File: config.mk
export PLATFORM = sky130hd
export DESIGN_NAME = sensor_read_sequencer_flat
export DESIGN_NICKNAME = d
export VERILOG_FILES = /design/src/rtl/sensor_read_sequencer_pkg.sv /design/src/rtl/sensor_read_sequencer_if.sv /design/src/rtl/sensor_read_sequencer_spi_clk_gen.sv /design/src/rtl/sensor_read_sequencer.sv /design/src/flat_wrapper.sv
export SDC_FILE = /design/constraint.sdc
export NUM_CORES = 1
export LEC_CHECK = 0
export BUFFER_PORTS_ARGS = -buffer_cell sky130_fd_sc_hd__buf_2
export CAP_MARGIN = 5
export CORE_MARGIN = 8
export CORE_UTILIZATION = 60
export CTS_BUF_LIST = sky130_fd_sc_hd__clkbuf_8
export DETAILED_ROUTE_END_ITERATION = 16
export GPL_TIMING_DRIVEN = 0
export PLACE_DENSITY = 0.9
export SYNTH_ARGS = -nofsm -noshare
export SYNTH_HDL_FRONTEND = slang
export SYNTH_HIERARCHICAL = 1
export SYNTH_SLANG_ARGS = --single-unit
File: constraint.sdc
create_clock -name clk -period 4 [get_ports clk]
set_input_delay 0.8 -clock clk [delete_from_list [all_inputs] [get_ports clk]]
set_output_delay 0.8 -clock clk [all_outputs]
set_load 0.02 [all_outputs]
File: src/rtl/sensor_read_sequencer_pkg.sv
// Shared types and frame constants for the sensor read sequencer.
// Latency: n/a (definitions only).
// Backpressure: n/a.
package sensor_seq_pkg;

    typedef enum logic [1:0] {
        IDLE     = 2'd0,
        CS_SETUP = 2'd1,
        SHIFT    = 2'd2,
        CS_HOLD  = 2'd3
    } seq_state_t;

    localparam int CMD_BITS   = 8;
    localparam int DATA_BITS  = 16;
    localparam int FRAME_BITS = 24;

    localparam logic READ_BIT    = 1'b1;
    localparam logic AUTOINC_BIT = 1'b1;

    // Command byte shifted out ahead of the data phase.
    function automatic logic [CMD_BITS-1:0] sensor_cmd(input logic [5:0] addr);
        return {READ_BIT, AUTOINC_BIT, addr};
    endfunction

endpackage

File: src/rtl/sensor_read_sequencer_if.sv
// SPI pins plus the sample valid/ready stream of the sensor sequencer.
// Latency: n/a (wires only).
// Backpressure: sample_ready from the consumer holds sample_valid/sample_data.
interface sensor_read_sequencer_if;
    import sensor_seq_pkg::*;

    logic                 spi_sck;
    logic                 spi_cs_n;
    logic                 spi_mosi;
    logic                 spi_miso;
    logic [DATA_BITS-1:0] sample_data;
    logic                 sample_valid;
    logic                 sample_ready;

    modport master (
        output spi_sck, spi_cs_n, spi_mosi, sample_data, sample_valid,
        input  spi_miso, sample_ready
    );

    modport slave (
        input  spi_sck, spi_cs_n, spi_mosi, sample_data, sample_valid,
        output spi_miso, sample_ready
    );

endinterface

File: src/rtl/sensor_read_sequencer_spi_clk_gen.sv
// SCK phase generator: one-cycle rise/fall strobes every CLK_DIV clocks while run is high.
// Latency: first rise strobe CLK_DIV-1 cycles after run rises, fall strobe CLK_DIV later.
// Backpressure: none; dropping run restarts the bit at the low phase.
module spi_clk_gen #(
    parameter int CLK_DIV = 4
) (
    input  logic clk,
    input  logic rst_n,
    input  logic i_run,
    output logic o_rise_en,
    output logic o_fall_en
);

    localparam int CW = (CLK_DIV > 1) ? $clog2(CLK_DIV) : 1;

    logic [CW-1:0] r_cnt;
    logic          r_phase;
    logic          w_wrap;

    assign w_wrap = i_run && (r_cnt == CW'(CLK_DIV - 1));

    always_ff @(posedge clk or negedge rst_n) begin
        if (!rst_n) begin
            r_cnt   <= '0;
            r_phase <= 1'b0;
        end else if (!i_run) begin
            r_cnt   <= '0;
            r_phase <= 1'b0;
        end else if (w_wrap) begin
            r_cnt   <= '0;
            r_phase <= ~r_phase;
        end else begin
            r_cnt <= r_cnt + 1'b1;
        end
    end

    // Phase 0 is the SCK-low half of a bit, phase 1 the SCK-high half.
    assign o_rise_en = w_wrap && !r_phase;
    assign o_fall_en = w_wrap &&  r_phase;

endmodule

File: src/rtl/sensor_read_sequencer.sv
// Periodic SPI mode-0 read of one 16-bit sensor sample into a valid/ready stream; optional overrun counter via SENSOR_SEQ_OVERRUN_CNT_EN.
// Latency: cs_n low 50*CLK_DIV cycles per frame; sample_valid rises in the cycle cs_n deasserts.
// Backpressure: an unconsumed sample is overwritten by the next frame and overrun pulses.
module sensor_read_sequencer
    import sensor_seq_pkg::*;
#(
    parameter int         CLK_DIV       = 4,
    parameter int         SAMPLE_PERIOD = 10000,
    parameter logic [5:0] REG_ADDR      = 6'h32
) (
    input  logic                     clk,
    input  logic                     rst_n,
    input  logic                     enable,
    sensor_read_sequencer_if.master  bus,
    output logic                     busy,
    output logic                     overrun
`ifdef SENSOR_SEQ_OVERRUN_CNT_EN
    ,
    input  logic                     overrun_clr,
    output logic [7:0]               overrun_count
`endif
);

    localparam logic [1:0] ST_IDLE     = IDLE;
    localparam logic [1:0] ST_CS_SETUP = CS_SETUP;
    localparam logic [1:0] ST_SHIFT    = SHIFT;
    localparam logic [1:0] ST_CS_HOLD  = CS_HOLD;

    localparam int TW = (SAMPLE_PERIOD > 1) ? $clog2(SAMPLE_PERIOD) : 1;
    localparam int CW = (CLK_DIV > 1) ? $clog2(CLK_DIV) : 1;
    localparam int BW = $clog2(FRAME_BITS);

    logic [1:0]            r_state;
    logic [TW-1:0]         r_timer;
    logic                  r_pending;
    logic [CW-1:0]         r_cnt;
    logic [BW-1:0]         r_bit;
    logic [FRAME_BITS-1:0] r_tx;
    logic [DATA_BITS-1:0]  r_rx;
    logic [DATA_BITS-1:0]  r_data;
    logic                  r_valid;
    logic                  r_overrun;
    logic                  r_sck;
    logic                  r_cs_n;

    logic w_tick;
    logic w_start;
    logic w_busy;
    logic w_cnt_done;
    logic w_accept;
    logic w_rise;
    logic w_fall;

    assign w_busy     = (r_state != ST_IDLE);
    assign w_tick     = enable && (r_timer == TW'(SAMPLE_PERIOD - 1));
    assign w_start    = !w_busy && (w_tick || r_pending);
    assign w_cnt_done = (r_cnt == CW'(CLK_DIV - 1));
    assign w_accept   = r_valid && bus.sample_ready;

    spi_clk_gen #(
        .CLK_DIV (CLK_DIV)
    ) u_clk_gen (
        .clk       (clk),
        .rst_n     (rst_n),
        .i_run     (r_state == ST_SHIFT),
        .o_rise_en (w_rise),
        .o_fall_en (w_fall)
    );

    always_ff @(posedge clk or negedge rst_n) begin
        if (!rst_n) begin
            r_timer <= '0;
        end else if (!enable || w_tick) begin
            r_timer <= '0;
        end else begin
            r_timer <= r_timer + 1'b1;
        end
    end

    // Only one tick can be remembered while a frame is in flight.
    always_ff @(posedge clk or negedge rst_n) begin
        if (!rst_n) begin
            r_pending <= 1'b0;
        end else if (w_start) begin
            r_pending <= 1'b0;
        end else if (w_tick && w_busy) begin
            r_pending <= 1'b1;
        end
    end

    always_ff @(posedge clk or negedge rst_n) begin
        if (!rst_n) begin
            r_state   <= ST_IDLE;
            r_cnt     <= '0;
            r_bit     <= '0;
            r_tx      <= '0;
            r_rx      <= '0;
            r_data    <= '0;
            r_valid   <= 1'b0;
            r_overrun <= 1'b0;
            r_sck     <= 1'b0;
            r_cs_n    <= 1'b1;
        end else begin
            r_overrun <= 1'b0;
            if (w_accept) begin
                r_valid <= 1'b0;
            end
            case (r_state)
                ST_IDLE: begin
                    if (w_start) begin
                        r_state <= ST_CS_SETUP;
                        r_cs_n  <= 1'b0;
                        r_cnt   <= '0;
                        r_bit   <= '0;
                        r_tx    <= {sensor_cmd(REG_ADDR), {DATA_BITS{1'b0}}};
                    end
                end
                ST_CS_SETUP: begin
                    if (w_cnt_done) begin
                        r_state <= ST_SHIFT;
                    end else begin
                        r_cnt <= r_cnt + 1'b1;
                    end
                end
                ST_SHIFT: begin
                    if (w_rise) begin
                        r_sck <= 1'b1;
                        r_rx  <= {r_rx[DATA_BITS-2:0], bus.spi_miso};
                    end
                    if (w_fall) begin
                        r_sck <= 1'b0;
                        r_tx  <= {r_tx[FRAME_BITS-2:0], 1'b0};
                        if (r_bit == BW'(FRAME_BITS - 1)) begin
                            r_state <= ST_CS_HOLD;
                            r_cnt   <= '0;
                        end else begin
                            r_bit <= r_bit + 1'b1;
                        end
                    end
                end
                ST_CS_HOLD: begin
                    if (w_cnt_done) begin
                        // A load in an accept cycle replaces the consumed sample without overrun.
                        r_state   <= ST_IDLE;
                        r_cs_n    <= 1'b1;
                        r_data    <= r_rx;
                        r_valid   <= 1'b1;
                        r_overrun <= r_valid && !bus.sample_ready;
                    end else begin
                        r_cnt <= r_cnt + 1'b1;
                    end
                end
                default: r_state <= ST_IDLE;
            endcase
        end
    end

    assign bus.spi_sck      = r_sck;
    assign bus.spi_cs_n     = r_cs_n;
    assign bus.spi_mosi     = r_tx[FRAME_BITS-1];
    assign bus.sample_data  = r_data;
    assign bus.sample_valid = r_valid;
    assign busy             = w_busy;
    assign overrun          = r_overrun;

`ifdef SENSOR_SEQ_OVERRUN_CNT_EN
    logic [7:0] r_ovr_cnt;

    always_ff @(posedge clk or negedge rst_n) begin
        if (!rst_n) begin
            r_ovr_cnt <= 8'd0;
        end else if (overrun_clr) begin
            r_ovr_cnt <= {7'd0, r_overrun};
        end else if (r_overrun && (r_ovr_cnt != 8'hFF)) begin
            r_ovr_cnt <= r_ovr_cnt + 8'd1;
        end
    end

    assign overrun_count = r_ovr_cnt;
`endif

endmodule
File: src/flat_wrapper.sv
// flat-port wrapper written by rule: the top's interface ports become plain ports
module sensor_read_sequencer_flat import sensor_seq_pkg::*;
#(
    parameter int         CLK_DIV       = 4,
    parameter int         SAMPLE_PERIOD = 10000,
    parameter logic [5:0] REG_ADDR      = 6'h32
)
  (clk, rst_n, enable, busy, overrun, bus_spi_sck, bus_spi_cs_n, bus_spi_mosi, bus_sample_data, bus_sample_valid, bus_spi_miso, bus_sample_ready);
  sensor_read_sequencer_if bus_i ();
  input  logic clk;
  input  logic rst_n;
  input  logic enable;
  output logic busy;
  output logic overrun;
  output wire logic [$bits(bus_i.spi_sck)-1:0] bus_spi_sck;
  output wire logic [$bits(bus_i.spi_cs_n)-1:0] bus_spi_cs_n;
  output wire logic [$bits(bus_i.spi_mosi)-1:0] bus_spi_mosi;
  output wire logic [$bits(bus_i.sample_data)-1:0] bus_sample_data;
  output wire logic [$bits(bus_i.sample_valid)-1:0] bus_sample_valid;
  input wire logic [$bits(bus_i.spi_miso)-1:0] bus_spi_miso;
  input wire logic [$bits(bus_i.sample_ready)-1:0] bus_sample_ready;
  assign bus_spi_sck = bus_i.spi_sck;
  assign bus_spi_cs_n = bus_i.spi_cs_n;
  assign bus_spi_mosi = bus_i.spi_mosi;
  assign bus_sample_data = bus_i.sample_data;
  assign bus_sample_valid = bus_i.sample_valid;
  assign bus_i.spi_miso = bus_spi_miso;
  assign bus_i.sample_ready = bus_sample_ready;
  sensor_read_sequencer #(.CLK_DIV(CLK_DIV), .SAMPLE_PERIOD(SAMPLE_PERIOD), .REG_ADDR(REG_ADDR)) u_core (.clk(clk), .rst_n(rst_n), .enable(enable), .bus(bus_i), .busy(busy), .overrun(overrun));
endmodule
* After elaboration in Yosys (flattened, before gate mapping)
Index checks and enable logic that the tools add are counted.
** Operators by class
- Add/subtract/negate cells :: 4
- Multipliers :: 0
- Divide/modulo/power cells :: 0
- Magnitude comparators :: 0
- Eq/ne operators :: 15
- Shift-type cells :: 0
- Mux-type cells :: 35
- Bitwise gates (word level) :: 1
- Reductions and logical operators :: 29
** Operators with widths (number)
- 2-to-1 mux 24 bit :: 2
- case mux 24 bit (2 select lines) :: 1
- 2-to-1 mux 2 bit :: 11
- 2-to-1 mux 5 bit :: 3
- adder 14 x 1 -> 14 bit, second input constant :: 1
- == test 14 bit, second input constant :: 1
- 2-to-1 mux 14 bit :: 1
- 2-to-1 mux 1 bit :: 13
- inequality test 2 x 1 -> 1 bit, second input constant :: 6
- case mux 5 bit (2 select lines) :: 1
- nonzero test 2 bit :: 5
- == test 2 bit, second input constant :: 4
- logical AND 1 bit :: 8
- case mux 2 bit (4 select lines) :: 1
- AND reduction 4 bit :: 2
- case mux 2 bit (3 select lines) :: 1
- AND reduction 2 bit :: 3
- AND reduction 3 bit :: 2
- adder 5 x 1 -> 5 bit, second input constant :: 1
- == test 5 bit, second input constant :: 1
- AND reduction 5 bit :: 1
- adder 2 x 1 -> 2 bit, second input constant :: 2
- logical NOT 1 bit :: 4
- inequality test 2 bit, second input constant :: 2
- 6 further kinds :: 7
** Storage, ports and cells
- Register bits :: 87
- Bits in latches :: 0
- RAM bits :: 0
- ROM bits :: 0
- Bits of input ports :: 5
- Word-level logic and storage cells :: 98
- Memories kept :: 0

* Longest topological paths before layout
Gate-level depths: netlist (run 1).
- Word-level depth :: 6
- Mapped depth :: 8
- Depth with buffers taken out :: 7

* Modules after synthesis
The synthesis (run 1) kept the hierarchy.
** Modules (own cells, without submodules)
- sensor_read_sequencer :: instances 1, cells an instance 251, area an instance 3026.7 sq um
- spi_clk_gen :: instances 1, cells an instance 11, area an instance 135.1 sq um

* Least setup slack after synthesis (run 1)
Ideal clock, no wire load.
- Path kind :: reg2reg
- Start :: register u_core.r_state[0]
- End :: register u_core.r_bit[4]
- Setup time :: 0.121 ns
- Data arrival time :: 1.897 ns
- Required time :: 3.879 ns
- Setup slack :: 1.982 ns
- Stages on the path, launching flop included :: 9
- Buffers on the path :: 1
- Clock period less this slack :: 2.018 ns
- Cell sequence :: dfrtp_1 > inv_1 > ha_1 > and3_2 > and2_1 > clkbuf_1 > a2bb2oi_1 > a221o_1 > a22o_1
** On the way
- Word-level cells in the longest chain between the ends :: 5
- Elaborated cells between the ends (all ways) :: 13
** Ends and longest elaborated chain
- from (decl) :: line sensor_read_sequencer.sv:33 : logic [1:0] r_state;
- from (signal assigned) :: line sensor_read_sequencer.sv:93 : r_state <= ST_IDLE;
- from (signal assigned) :: line sensor_read_sequencer.sv:111 : r_state <= ST_CS_SETUP;
- from (signal assigned) :: line sensor_read_sequencer.sv:120 : r_state <= ST_SHIFT;
- == test 2 bit :: line sensor_read_sequencer.sv:65 : .i_run (r_state == ST_SHIFT),
- logical AND 1 bit :: line sensor_read_sequencer_spi_clk_gen.sv:20 : assign w_wrap = i_run && (r_cnt == CW'(CLK_DIV - 1));
- logical AND 1 bit :: line sensor_read_sequencer_spi_clk_gen.sv:39 : assign o_fall_en = w_wrap && r_phase;
- net u_core.w_fall :: line sensor_read_sequencer.sv:52 : logic w_fall;
- inequality test 2 x 1 -> 1 bit (no line)
- AND reduction 4 bit (no line)
- to (signal assigned) :: line sensor_read_sequencer.sv:137 : r_bit <= r_bit + 1'b1;
- to (decl) :: line sensor_read_sequencer.sv:37 : logic [BW-1:0] r_bit;
The timed path passes the listed nets, and every way through them passes these cells.
A chain may end at the register's enable or synchronous reset.

* Worst setup path in the final report (run 1)
- Start :: register u_core.r_state[0]
- End :: output busy
** On the way
- Word-level cells in the longest chain between the ends :: 1
** Ends and longest elaborated chain
- nonzero test 2 bit :: line sensor_read_sequencer.sv:54 : assign w_busy = (r_state != ST_IDLE);
- to (decl) :: line flat_wrapper.sv:13 : output logic busy;
Every way passes these cells.

==> results of run 1 <==
area by class of cell:
cell class	instances	share of cell area [%]
Sequential cell	70	49.18
Inverter	12	1.264
Timing Repair Buffer	26	3.721
Tap cell	70	2.457
Clock buffer	9	3.475
Multi-Input combinational cell	171	37.17
Clock inverter	7	1.650
Buffer	9	1.088
cell usage after synthesis (all sizes together) (3+ instances only):
cell / instances / area [um^2]
nand3: 13 / 65.06
inv: 12 / 45.04
o21ai: 3 / 15.01
nand2: 11 / 41.29
and3: 12 / 76.33
ha: 8 / 100.1
dfrtp: 69 / 1727
a221o: 3 / 30.03
nor2: 22 / 82.58
and2: 3 / 18.77
mux2: 34 / 382.9
nand4: 3 / 18.77
nor3b: 3 / 22.52
a221oi: 5 / 43.79
mux2i: 3 / 30.03
clkbuf: 7 / 26.28
a21oi: 6 / 30.03
xor2: 10 / 87.58
routing by layer:
layer | track usage, % | wire [um] | up-vias
met4 | 10.60 | 153 | 0
li1 | - | - | 1020
met3 | 5.292 | 292 | 24
met5 | 0 | 0 | -
met1 | 19.71 | 2622 | 1101
met2 | 25.73 | 2821 | 77
cells by family after synthesis:
logic type | count (synthesis) | share of synthesized area (%)
DFF | 70 | 55.44
and+or+nand+nor | 79 | 13.65
xor gates and xnor gates | 12 | 3.324
adders and majority gates | 8 | 3.166
AOI/OAI and AO/OA | 35 | 8.706
muxes | 37 | 13.06
buffers and inverters | 21 | 2.651
per-stage QoR:
stage / setup slack [ns] / power [mW] / cells / instance area [um^2] / utilization (%)
after floorplan: 1.982 / 0.7325 / 262 / 3162 / -
after global placement: 1.740 / 0.7495 / 358 / 3379 / 66.17
after detailed placement: 1.671 / 0.7503 / 358 / 3382 / 66.22
after CTS: 1.621 / 1.280 / 374 / 3565 / 69.79
after global routing: 1.393 / 1.317 / 374 / 3565 / 69.79
final: 1.625 / 1.269 / 374 / 3565 / 69.79
placed cells by master, fill, tap and decap left out, types with 2 or more instances in the layout:
cell type,synthesis,layout
a211oi_1,2,2
nor3_1,2,2
a221o_1,3,3
and2_1,3,3
o22ai_1,2,2
a221oi_1,5,5
nand3_1,13,13
buf_4,1,2
nor2b_1,2,2
mux2i_1,3,3
and3_1,11,11
clkbuf_8,0,9
a21oi_1,6,6
clkbuf_1,7,7
xnor2_1,2,2
nand2_1,11,11
dfrtp_1,69,69
xor2_1,10,10
nand4_1,3,3
a22o_1,2,2
o21ai_0,3,3
inv_1,12,15
nor2_1,22,22
mux2_2,34,34
ha_1,8,8
clkinv_2,0,2
buf_2,1,26
and4_1,2,2
nor3b_1,3,3
report_power, final:
group	internal, mW	total (mW)	switching (mW)
combinational	0.00460	0.0220	0.0174
sequential	0.711	0.714	0.00324
clock	0.279	0.533	0.254
total	0.994	1.27	0.275
worst max-delay path, delay by kind of cell, from the launching register on:
family     cells  cell delay [ns]
fa+ha+maj      1             0.28
buf+inv        3             0.55
flops          1             0.40
worst max-delay path by stage:
stage / to / slack [ns] / cells after the start
2_1_floorplan: u_core/r_bit[4] / 1.98 / 8
3_3_place_gp: u_core/r_tx[18] / 1.74 / 6
3_5_place_dp: u_core/r_cnt[0] / 1.67 / 7
4_1_cts: busy / 1.62 / 4
5_1_grt: u_core/r_cnt[0] / 1.39 / 7
6_report: busy / 1.62 / 4
flip-flops by register name (all words and copies together), names as in the netlist:
register,flops
u_core/r_state,2
u_core/bus.spi_sck,1
u_core/r_timer,14
u_core/overrun,1
u_core/r_pending,1
u_core/bus.sample_valid,1
u_core/r_tx,7
u_core/r_bit,5
u_core/r_cnt,2
u_core/r_rx,16
u_core/bus.spi_cs_n,1
u_core/u_clk_gen/r_cnt,2
u_core/u_clk_gen/r_phase,1
u_core/bus.sample_data,16
==> metrics, run 1 <==
Reg2Reg Depth=7; Slew Limit Headroom=43.86%; CTS tree=done; Final ANT Viol Nets=0; CTS root buffer=clkbuf_8; Slew Viols, Final=0; Initial DRC Count=144; HP Class=flip-flop to flip-flop; Fillers=361; syn avg cell area=12.07 um^2; WHS Endpoint=u_core/u_clk_gen/r_cnt[0]; startpoint types=flip-flop; FMAX=421.0 MHz; CTS Buffer Depth=2; synthesized flop and latch total=70; RR Startpoint=u_core/r_state[0]; Setup Skew=0.008454 ns; Synth Instances=262; Final #Nets=312; status=completed; CP Launch Point=u_core/r_state[0]; cell area after synthesis=0.003162 mm^2; Post-synth ARST share=100.0%; R2R Path End=u_core/r_cnt[0]; Routed WL per cell=15.75 um; core area=0.005107 mm^2; H-tree depth=3; register area share after synthesis=55.44%; DR pass1 iterations=5; Area growth syn-to-layout=12.74%; area occupied by multi-input gates=0.001325 mm^2; Hold Buf Count CTS=0; crit path kind=flip-flop to output pin; Cell variety after synth=47; reg2reg setup slack=1.63 ns; Overflow after GRT=0; Seq. cell area=0.001753 mm^2; global-route wire length before repair=9963 um; Std-Cell Rows=26; setup violators final=0; antenna violations before repair=0; Leak=1.823 nW; max cap viols=0; most used cell along the critical path=inv_1; drt drc=0; Synth Flop Type=dfrtp_1; crit-path cells=inv_1 -> ha_1 -> inv_1 -> buf_2; HPWL after DPL=3827 um; fraction of layout cells with a size suffix above 1=26.64%; PortBufs=26; Total GRT Usage=16.66%; chip height=88.59 um; Worst Hold Depth=1; Slowest cell on crit path=dfrtp_1; number of global-route vias before repair=2165; worst vdd ir=0.3162 mV; CTS resizes=0; RSZ-0062 raised after global routing=false; min-delay src=u_core/u_clk_gen/r_cnt[0]; vias=2222; Hold WS=0.4531 ns; Tmin final=2.375 ns; crit-path max FO=7; largest net degree at the start of global routing=71; full die area=0.007848 mm^2; CP endpoint kind=output pin; Slew @ Worst Pin=0.8421 ns; Initial Utilization=61.91%; ANT cells=0; EDFF count, synth=0; Critical Path AT=1.58 ns; crit-path max cell delay=0.40 ns; Final period util=59.39%; post-CTS setup repair buffer count=0; routability cong.=0.8305; vias per cell=5.941; clk sinks=70; WL final=5889 um; Post-Synthesis Net Count=275; # IOs=27; Worst-Skew Late Latency=0.34 ns; CP required=3.20 ns; PD cells=355.9 mW/mm^2; Final Hold Fails=0; Ys Warns=6; Worst-path clk slew=0.07 ns; setup TNS=0 ns; total clock buffers created by CTS=9; die width=88.59 um
(Power assumes the default switching activity.)
==> run 2, diff against run 1 <==
CORE_UTILIZATION = 55   (was 60)
PLACE_DENSITY = 0.87   (was 0.9)
clock period = 2 ns   (was 4 ns; I/O delays follow)
==> metrics, run 2 (same netlist as run 1, synthesis figures left out) <==
Final WS setup=0.01042 ns; Overflow after GRT=0; Final #Nets=324; PortBufs=26; status=completed; # IOs=27; Tmin final=1.990 ns; HPWL after DPL=3956 um; core area=0.005540 mm^2; CTS root buffer=clkbuf_8; Slew Limit Headroom=44.43%; CP required=2.24 ns; global-route wire length before repair=10530 um; Critical Path AT=2.23 ns; Slew Viols, Final=0; drt drc=0; CTS Buffer Depth=2; vias per cell=5.951; commonest cells after routing, fill and taps aside=dfrtp_1, mux2_2, buf_2; Final Hold Fails=0; Finished Core Util=68.02%; RSZ-0062 raised after global routing=true; routability cong.=0.8229; total clock buffers created by CTS=9; antenna violations before repair=0; FMAX=502.6 MHz; Pwr Total=2.711 mW; Setup Skew=0.007265 ns; PD cells=719.3 mW/mm^2; commonest non-fill, non-tap cell in the layout=dfrtp_1; chip height=91.82 um; Initial Utilization=57.07%; vias=2303; Std-Cell Rows=27; H-tree depth=3; Worst-Skew Late Latency=0.34 ns; Reg2Reg Depth=7; full die area=0.008431 mm^2; die width=91.82 um; Hold Buf Count CTS=0; DR pass1 iterations=4; placed cell areas=0.003386 mm^2; WL final=6665 um; max cap viols=0; largest net degree at the start of global routing=71; startpoint types=flip-flop; fraction of layout cells with a size suffix above 1=36.19%; setup violators final=0; Worst-path clk slew=0.07 ns; Total GRT Usage=15.47%; Slew @ Worst Pin=0.8335 ns; Initial DRC Count=306; setup TNS=0 ns; CTS tree=done; Final ANT Viol Nets=0; Area growth syn-to-layout=19.19%; crit-path max FO=8; worst vdd ir=0.8171 mV; crit path kind=flip-flop to flip-flop; HP Class=primary input to async pin; Leak=1.895 nW; ANT cells=0; number of global-route vias before repair=2272; Final period util=99.48%; CP endpoint kind=flip-flop; Routed WL per cell=17.22 um; pre-CTS WS=-0.4057 ns; fin area=0.003769 mm^2; clk sinks=70
run 2: through the flow:
stage,hold WS [ns],std cells
2_1_floorplan,0.1044,262
3_3_place_gp,0.4233,360
3_5_place_dp,0.4379,360
4_1_cts,0.1974,374
5_1_grt,0.2367,387
6_report,0.1566,387
run 2: per-layer routing:
metal / routed length, um / global-route usage, %
met5: 0 / 0
met4: 162 / 7.651
met2: 3352 / 25.39
met1: 2849 / 18.32
met3: 300 / 4.319
run 2: layout make-up:
cell class | count | area, um^2
plain buffers | 8 | 52.55
flip-flops and latches | 70 | 1757
multi-input cells | 171 | 1388
fillers | 369 | 1772
repair buffers | 39 | 225.2
well taps | 72 | 90.09
inverters | 12 | 45.04
clock inverters | 6 | 87.58
clock buffers | 9 | 123.9
run 2: worst paths after layout:
check | slack [ns] | end | start
setup / recovery | 0.01 | u_core/r_bit[4] | u_core/r_timer[1]
hold / removal | 0.16 | u_core/r_rx[1] | rst_n
setup reg to reg | 0.01 | u_core/r_bit[4] | u_core/r_timer[1]
hold reg to reg | 0.48 | u_core/u_clk_gen/r_cnt[0] | u_core/u_clk_gen/r_cnt[0]
max in group asynchronous | 1.26 | u_core/r_timer[6] | rst_n
min in group clk | 0.30 | u_core/r_rx[0] | bus_spi_miso
run 2: worst max-delay path, cell delays in order, from the launching register on:
cell and delay (ns):
dfrtp_1 0.40, ha_2 0.20, and3_1 0.18, buf_6 0.15
a41oi_4 0.16, buf_2 0.21, a221o_1 0.36, a22o_1 0.23
run 2: report_power, final:
group	switching (mW)	total, mW	internal (mW)
Clock	0.535	1.23	0.695
Combinational	0.0393	0.0546	0.0153
Sequential	0.00664	1.43	1.42
Total	0.580	2.71	2.13
run 2: timing repair:
| item | 4_1_cts | 5_1_grt |
|---|---|---|
| pin swaps | 2 | 3 |
| gates cloned | 0 | 1 |
| resized for setup | 15 | 15 |
| setup endpoints to repair | 37 | 42 |
| setup buffers | 0 | 12 |
==> run 3, diff against run 2 <==
CORE_UTILIZATION = 60   (was 55)
PLACE_DENSITY = 0.9   (was 0.87)
clock period = 2.35 ns   (was 2 ns; I/O delays follow)
==> metrics, run 3 (same netlist as run 1, synthesis figures left out) <==
fraction of layout cells with a size suffix above 1=27.72%; DR pass1 iterations=4; Total GRT Usage=16.66%; crit path kind=flip-flop to flip-flop; fin area=0.003575 mm^2; startpoint types=flip-flop; Slew Limit Headroom=43.36%; chip height=88.59 um; Routed WL per cell=15.82 um; CTS root buffer=clkbuf_8; commonest non-fill, non-tap cell in the layout=dfrtp_1; # IOs=27; Tmin final=2.212 ns; routability cong.=0.8305; Std-Cell Rows=26; core area=0.005107 mm^2; Leak=1.823 nW; Reg2Reg Depth=7; Final #Nets=311; Pwr Total=2.158 mW; die width=88.59 um; Overflow after GRT=0; area occupied by multi-input gates=0.001339 mm^2; CP endpoint kind=flip-flop; worst vdd ir=0.5419 mV; crit-path max FO=10; setup TNS=0 ns; RSZ-0062 raised after global routing=false; CP required=2.57 ns; Worst-path clk slew=0.07 ns; full die area=0.007848 mm^2; Final ANT Viol Nets=0; vias per cell=5.906; WL final=5901 um; vias=2203; PD cells=603.8 mW/mm^2; commonest cells after routing, fill and taps aside=dfrtp_1, mux2_2, buf_2; global-route wire length before repair=9963 um; Slew Viols, Final=0; placed cell areas=0.003382 mm^2; Finished Core Util=69.99%; PortBufs=26; Initial DRC Count=140; clk sinks=70; H-tree depth=3; status=completed; Area growth syn-to-layout=13.06%; HP Class=primary input to async pin; largest net degree at the start of global routing=71; Fillers=361; ANT cells=0; Setup Skew=0.007949 ns; total clock buffers created by CTS=9; Final period util=94.13%; setup violators final=0; Final Hold Fails=0; number of global-route vias before repair=2165; Initial Utilization=61.91%; Slew @ Worst Pin=0.8496 ns; CTS Buffer Depth=2; antenna violations before repair=0; Critical Path AT=2.43 ns; drt drc=0; CTS tree=done; FMAX=452.1 MHz; post-CTS setup repair buffer count=0; Worst-Skew Late Latency=0.34 ns; HPWL after DPL=3827 um; max cap viols=0; Hold WS=0.2277 ns; Seq. cell area=0.001753 mm^2
[run 3: layout make-up]
cell class | instances | share of cell area, %
Multi-Input combinational cell | 171 | 37.45
Tap cell | 70 | 2.450
Sequential cell | 70 | 49.04
Clock inverter | 7 | 1.645
Buffer | 8 | 0.9800
Clock buffer | 9 | 3.465
Timing Repair Buffer | 26 | 3.710
Inverter | 12 | 1.260
[run 3: report_power, final]
| group | internal (mW) | switching (mW) |
|---|---|---|
| registers | 1.21 | 0.00532 |
| clock network | 0.475 | 0.431 |
| logic | 0.00783 | 0.0298 |
[run 3: path summary, 6_finish.rpt]
check | startpoint | end | slack (ns)
setup reg to reg | u_core/r_timer[0] | u_core/r_tx[19] | 0.14
max in group asynchronous | rst_n | u_core/r_state[0] | 1.56
hold / removal | rst_n | u_core/r_timer[7] | 0.23
setup / recovery | u_core/r_timer[0] | u_core/r_tx[19] | 0.14
hold reg to reg | u_core/u_clk_gen/r_cnt[0] | u_core/u_clk_gen/r_cnt[0] | 0.45
min in group clk | bus_spi_miso | u_core/r_rx[0] | 0.36
[run 3: what timing repair did]
item | 4_1_cts | 5_1_grt
hold buffers | 0 | 0
gates resized for setup | 1 | 3
setup endpoints to repair | 1 | 8
[run 3: worst max-delay path: stages (launching register included)]
cell and delay [ns]:
dfrtp_1 0.42, ha_1 0.23, and3_1 0.18, buf_2 0.17
a41oi_2 0.24, buf_4 0.23, nand2_1 0.20, a221o_1 0.41
[run 3: stage by stage]
stage	instances	setup WS, ns
floorplan	262	0.3316
finish	373	0.1379
CTS	374	0.002357
global route	373	0.03859
global placement	358	0.09813
detailed placement	358	0.02071
[run 3: per-layer routing]
layer | share of wire (%) | track usage (%) | vias to the layer above
met4 | 2.5 | 10.60 | 0
met2 | 48 | 25.73 | 71
met3 | 4.9 | 5.292 | 19
li1 | - | - | 1020
met5 | 0 | 0 | -
met1 | 45 | 19.71 | 1093
